**src/rtl/mod_counter_pkg.sv**
```systemverilog
// rtl/mod_counter_pkg.sv - shared FSM encoding and default sizing for the up/down counter
//
// Purpose : holds the RUN/HALT state encoding and the default WIDTH/MODULUS
//           constants used by mod_updown_counter and anything cascading it.
// Ports   : none (package)
package mod_counter_pkg;

  localparam int DEFAULT_WIDTH   = 4;
  localparam int DEFAULT_MODULUS = 10;

  typedef enum logic {
    RUN  = 1'b0,
    HALT = 1'b1
  } state_e;

endpackage : mod_counter_pkg

```
**src/rtl/mod_updown_counter.sv**
```systemverilog
// rtl/mod_updown_counter.sv - modulo-N up/down counter with load, clear and one-shot halt
//
// Purpose : counts 0..MODULUS-1 up or down. Free-run mode wraps and pulses
//           wrap; one-shot mode parks at the terminal value and raises done
//           until the next clr or load.
// Ports   :
//   clk      in   sole clock, rising edge
//   rst      in   synchronous reset, active low
//   en       in   count enable
//   up_dn    in   direction, 1 = up, 0 = down
//   clr      in   synchronous clear to 0 (beats load)
//   load     in   synchronous parallel load strobe
//   load_val in   [WIDTH] load value, saturated to MODULUS-1
//   oneshot  in   0 = free-run wrap, 1 = halt at terminal
//   count    out  [WIDTH] registered count
//   tc       out  combinational terminal-count flag for cascading
//   wrap     out  registered one-cycle wrap pulse
//   done     out  registered one-shot halted flag
module mod_updown_counter
  import mod_counter_pkg::*;
#(
  parameter int WIDTH   = DEFAULT_WIDTH,
  parameter int MODULUS = DEFAULT_MODULUS
) (
  input  logic             clk,
  input  logic             rst,
  input  logic             en,
  input  logic             up_dn,
  input  logic             clr,
  input  logic             load,
  input  logic [WIDTH-1:0] load_val,
  input  logic             oneshot,
  output logic [WIDTH-1:0] count,
  output logic             tc,
  output logic             wrap,
  output logic             done
);

  if (MODULUS < 2 || MODULUS > (1 << WIDTH)) begin : g_bad_modulus
    $error("mod_updown_counter: MODULUS must be in 2..2**WIDTH");
  end

  localparam logic [WIDTH-1:0] MAX_VAL = WIDTH'(MODULUS - 1);
  // One extra bit so MODULUS == 2**WIDTH is representable in the compare.
  localparam logic [WIDTH:0]   MOD_EXT = (WIDTH + 1)'(MODULUS);

  logic [WIDTH-1:0] count_q, count_d;
  state_e           state_q, state_d;
  logic             wrap_q, wrap_d;
  logic             done_q, done_d;

  logic [WIDTH-1:0] terminal;
  logic             at_term;
  logic [WIDTH-1:0] load_sat;

  assign terminal = up_dn ? MAX_VAL : '0;
  assign at_term  = (count_q == terminal);
  assign load_sat = ({1'b0, load_val} >= MOD_EXT) ? MAX_VAL : load_val;

  // Direction is sampled at the edge, so an up_dn change only affects the
  // next enabled step and the terminal it compares against.
  assign tc = en && at_term && (state_q == RUN);

  always_comb begin
    count_d = count_q;
    state_d = state_q;
    wrap_d  = 1'b0;
    done_d  = done_q;
    if (clr) begin
      count_d = '0;
      state_d = RUN;
      done_d  = 1'b0;
    end else if (load) begin
      // Loading terminal does not halt here; halting needs an enabled edge.
      count_d = load_sat;
      state_d = RUN;
      done_d  = 1'b0;
    end else if (en && state_q == RUN) begin
      if (at_term) begin
        if (oneshot) begin
          state_d = HALT;
          done_d  = 1'b1;
        end else begin
          count_d = up_dn ? '0 : MAX_VAL;
          wrap_d  = 1'b1;
        end
      end else begin
        count_d = up_dn ? count_q + WIDTH'(1) : count_q - WIDTH'(1);
      end
    end
  end

  always_ff @(posedge clk) begin
    if (!rst) begin
      count_q <= '0;
      state_q <= RUN;
      wrap_q  <= 1'b0;
      done_q  <= 1'b0;
    end else begin
      count_q <= count_d;
      state_q <= state_d;
      wrap_q  <= wrap_d;
      done_q  <= done_d;
    end
  end

  assign count = count_q;
  assign wrap  = wrap_q;
  assign done  = done_q;

endmodule : mod_updown_counter
```
**config.mk**
```make
export PLATFORM = sky130hd
export DESIGN_NAME = mod_updown_counter
export DESIGN_NICKNAME = d
export VERILOG_FILES = /design/src/rtl/mod_counter_pkg.sv /design/src/rtl/mod_updown_counter.sv
export SDC_FILE = /design/constraint.sdc
export NUM_CORES = 1
export LEC_CHECK = 0
export CAP_MARGIN = 20
export CORE_AREA = 2 2 39 41
export DETAILED_ROUTE_END_ITERATION = 8
export DIE_AREA = 0 0 41 43
export PLACE_DENSITY_LB_ADDON = 0.25
export SLEW_MARGIN = 20
export SYNTH_ARGS = -nofsm -noshare
export SYNTH_HDL_FRONTEND = slang
export SYNTH_SLANG_ARGS = --single-unit
```
**constraint.sdc**
```tcl
create_clock -name clk -period 4.89 [get_ports clk]
set_input_delay 1.467 -clock clk [delete_from_list [all_inputs] [get_ports clk]]
set_output_delay 1.467 -clock clk [all_outputs]
set_load 0.03 [all_outputs]
```
==> results.md <==
Floorplanning:
- The die footprint is 1760 sq um.
- The count of standard-cell rows is 14.
- For this configuration, the core starts out at a cell density of 0.337.
- The core box area is approximately 1400 sq um.
- In this run the horizontal extent of the chip is ~40 um.
- The vertical die dimension is between 40 and 50 um.
- The count of pins on the block boundary is 18.

Global route:
- The number of antenna violations at the first check in global routing was 0.
- The total global routing overflow is 0.
- Entering global routing, the biggest net connects 12 pins.
- The wire length of the first global-routing pass is between 1.5 and 2 mm.
- The via count of the first global-routing pass is slightly above 400.
- The all-layer global routing usage is 0.153.

Pwr:
- The completed layout was analyzed and its total power is roughly 150 uW.
- Dividing total power by cell area gives a power density of approximately 220 nW/um^2.
- The analysis attributes to cell leakage a power of between 0.2 and 0.3 nW.
- The maximum VDD drop is approximately 0.13 mV.

Cells and area:
- In the final layout, the share of cells above drive strength 1 is 0.137.
- After the last flow step, the layout net total stands at about 90.
- The antenna diode count is 0.
- The post-route standard cell area excluding fillers is between 600 and 700 sq um.
- Leaving out fill and tap cells, the most frequent cells in the layout are clkdlybuf4s50_1, inv_1, dfxtp_1.
- Relative to the synthesized area, the layout overhead comes to 46.1%.
- The most common library cell in the layout ignoring fill and taps is clkdlybuf4s50_1.

Yosys:
- The post-synthesis area per instance is around 8.8 sq um.
- Sorting the synthesized cells by area gives the leading types as dfxtp_1, ha_1, inv_1, fa_1, mux2i_1.
- The net count after synthesis is 67.
- During synthesis, Yosys emitted a total of 0 warnings.
- The share of synthesized area in the top cell type comes to 0.257.
- The cell type with the highest aggregate area in the netlist is dfxtp_1.
- The synthesized netlist occupies a cell area of about 470 sq um.
- The synthesized netlist contains 31 unique library cells.
- The number of enable flip-flop cells after synthesis is 0.
- In this run, synthesis produced a sequential element count of 6.
- The post-synthesis async set-or-reset flop share is 0.
- The sequential element share of the synthesized area is 0.257.
- The synthesized netlist cell count is 53.
- In the synthesized netlist the dominant register cell turns out to be dfxtp_1.

Detailed routing:
- In the final routed layout, each cell accounts on average for 11.6 um.
- The routed layout has ~470 vias.
- The highest routing layer actually used is met4.
- The wire length on met3 is ~52 um.
- In the routed design, unresolved DRC markers number 0.
- For this block, the initial DRC count from the detailed router was 4.
- The total wire length after detailed routing is between 1 and 1.5 mm.
- The detailed-routing iteration count for the pre-antenna-repair pass is 4.
- Dividing the detail-routed via count by the number of cells gives 5.26.
- The count of antenna-violating nets left after detailed routing is 0.
- For this block, wires on met1 add up to 518 um.
- In the detailed route, the total length drawn on met2 is roughly 450 um.

Worst hold path:
- The worst hold path class is register to register.

Timing:
- The routed design could run at a clock period as short as ~4700 ps.
- The count of pins over their slew limit is 0.
- The worst clock skew on the final layout is ~0.30 ps.
- The hold violation count in the final report is 0.
- Static timing analysis puts the maximum clock frequency at about 210 MHz.
- Setup violations remaining at the end of the flow were counted as 0.
- Setup repair after global routing left no endpoint under its margin.
- The final worst-path cycle share is 0.955.
- Final hold analysis gives a worst-case slack of approximately 550 ps.
- The total negative slack for setup checks is 0 ps.
- At the pin with the least slew margin, the transition time is between 300 and 400 ps.
- The worst slew slack as a fraction of its limit is 0.733.

Critical path:
- The largest single stage delay on the critical path is just under 700 ps.
- STA classifies the critical path startpoint as an input port.
- Of all nets on the critical path, the largest fanout is 6.
- The worst setup path is of the input port to primary output kind.
- For this design, the slowest cell found on the critical path is clkdlybuf4s50_1.
- STA classifies the critical path endpoint as a primary output.
- At the worst endpoint, the arrival time is around 3200 ps.
- The signal on the critical path passes through clkdlybuf4s50_1, nor3_1, o21ai_1, nor2_1, clkdlybuf4s50_1.
- The worst path required time is roughly 3400 ps.
- The cell type with the highest occurrence count on the critical path is clkdlybuf4s50_1.

Clocking:
- The TritonCTS clock tree is done.
- The clock sink count is 6.
- The number of resized instances in the post-cts repair step is 0.
- In this run the number of H-tree levels came out at 1.
- Counting the buffers created by CTS gives 3.
- No sink is reached through more buffers than the 2 on the longest clock path.
- Buffers inserted to repair hold after CTS numbered 0.
- In this run the clock root is driven by a clkbuf_4.
- The clock slew at the register clock pins of the worst setup and hold paths is 40 ps.
- In this run the post-CTS setup repair buffer count came out at 0.
- The clock reaches the later pin of the worst-skew pair after 240 ps.

Placement:
- The estimated wirelength of the detail-placed design is roughly 830 um.
- The count of buffers inserted at the top-level ports is 17.
- The area of placed instances is between 600 and 700 sq um.
- The final RePlAce weighted congestion is 0.812.

Job:
- The total of max-cap violations is 0.

Status:
- The flow ran to the end, and the final reports show no timing, DRC or antenna violations.
==> power breakdown <==
group | switching, mW | total (mW) | internal, mW | leakage [nW]
logic | 0.0251 | 0.0498 | 0.0247 | 0.196
registers | 0.00247 | 0.0535 | 0.0511 | 0.0489
clock network | 0.0171 | 0.0448 | 0.0277 | 0.0138
total | 0.0446 | 0.148 | 0.104 | 0.259
==> per-stage QoR <==
stage / worst slack [ps] / cells / utilization
after floorplan: 1150 / 53 / -
after detailed placement: 231 / 86 / 0.476
after CTS: 215 / 89 / 0.493
final: 219 / 89 / 0.493
after global placement: 236 / 86 / 0.476
after global routing: 67.2 / 89 / 0.493
==> area by class of cell <==
type | instances | area, sq um
timing repair buffer | 18 | 178
sequential | 6 | 120
fill | 147 | 702
tap | 16 | 20.0
clock buffer | 3 | 22.5
inverter | 6 | 22.5
multi-input combinational | 40 | 319
==> per-layer routing <==
| metal | vias to the layer above | global-route usage |
|---|---|---|
| met2 | 14 | 0.188 |
| met1 | 216 | 0.231 |
| met5 | - | 0 |
| li1 | 236 | - |
| met4 | 0 | 0.100 |
| met3 | 2 | 0.0314 |
==> final timing paths <==
| check | depth (start not counted) | slack (ps) | from | to |
|---|---|---|---|---|
| setup / recovery | 5 | 220 | up_dn | tc |
| hold / removal | 2 | 550 | done$_SDFFE_PP0P_ | done$_SDFFE_PP0P_ |
| setup reg to reg | 7 | 3180 | count[0]$_SDFFE_PP0P_ | count[2]$_SDFFE_PP0P_ |
| hold reg to reg | 2 | 550 | done$_SDFFE_PP0P_ | done$_SDFFE_PP0P_ |
==> cell usage after synthesis (2+ instances only) <==
library cell / n
a31oi_1: 2
dfxtp_1: 6
ha_1: 2
inv_1: 6
mux2i_1: 2
nor2_1: 5
nor3_1: 2
o21ai_0: 3
o21ai_1: 2
or2b_1: 2
==> state kept, by name, indices dropped and copies added, names as in the netlist <==
name / cells
done: 1
wrap: 1
count: 4
==> kinds of logic (layout without fill, tap and decap cells) <==
family | after synthesis | count (layout) | synth area share
AO/OA/AOI/OAI | 17 | 17 | 0.281
XOR/XNOR | 2 | 2 | 0.0375
adder cells (fa/ha/maj) | 3 | 3 | 0.0965
buffers and inverters | 7 | 27 | 0.0590
flip-flops | 6 | 6 | 0.257
multiplexers | 2 | 2 | 0.0429
AND/OR/NAND/NOR | 16 | 16 | 0.225
==> critical path: cells and delay by family <==
| family | cells | cell delay [ps] |
|---|---|---|
| buffers and inverters | 2 | 1200 |
| AO/OA/AOI/OAI | 1 | 120 |
| AND/OR/NAND/NOR | 2 | 400 |
Power figures use the tool's default switching activity.
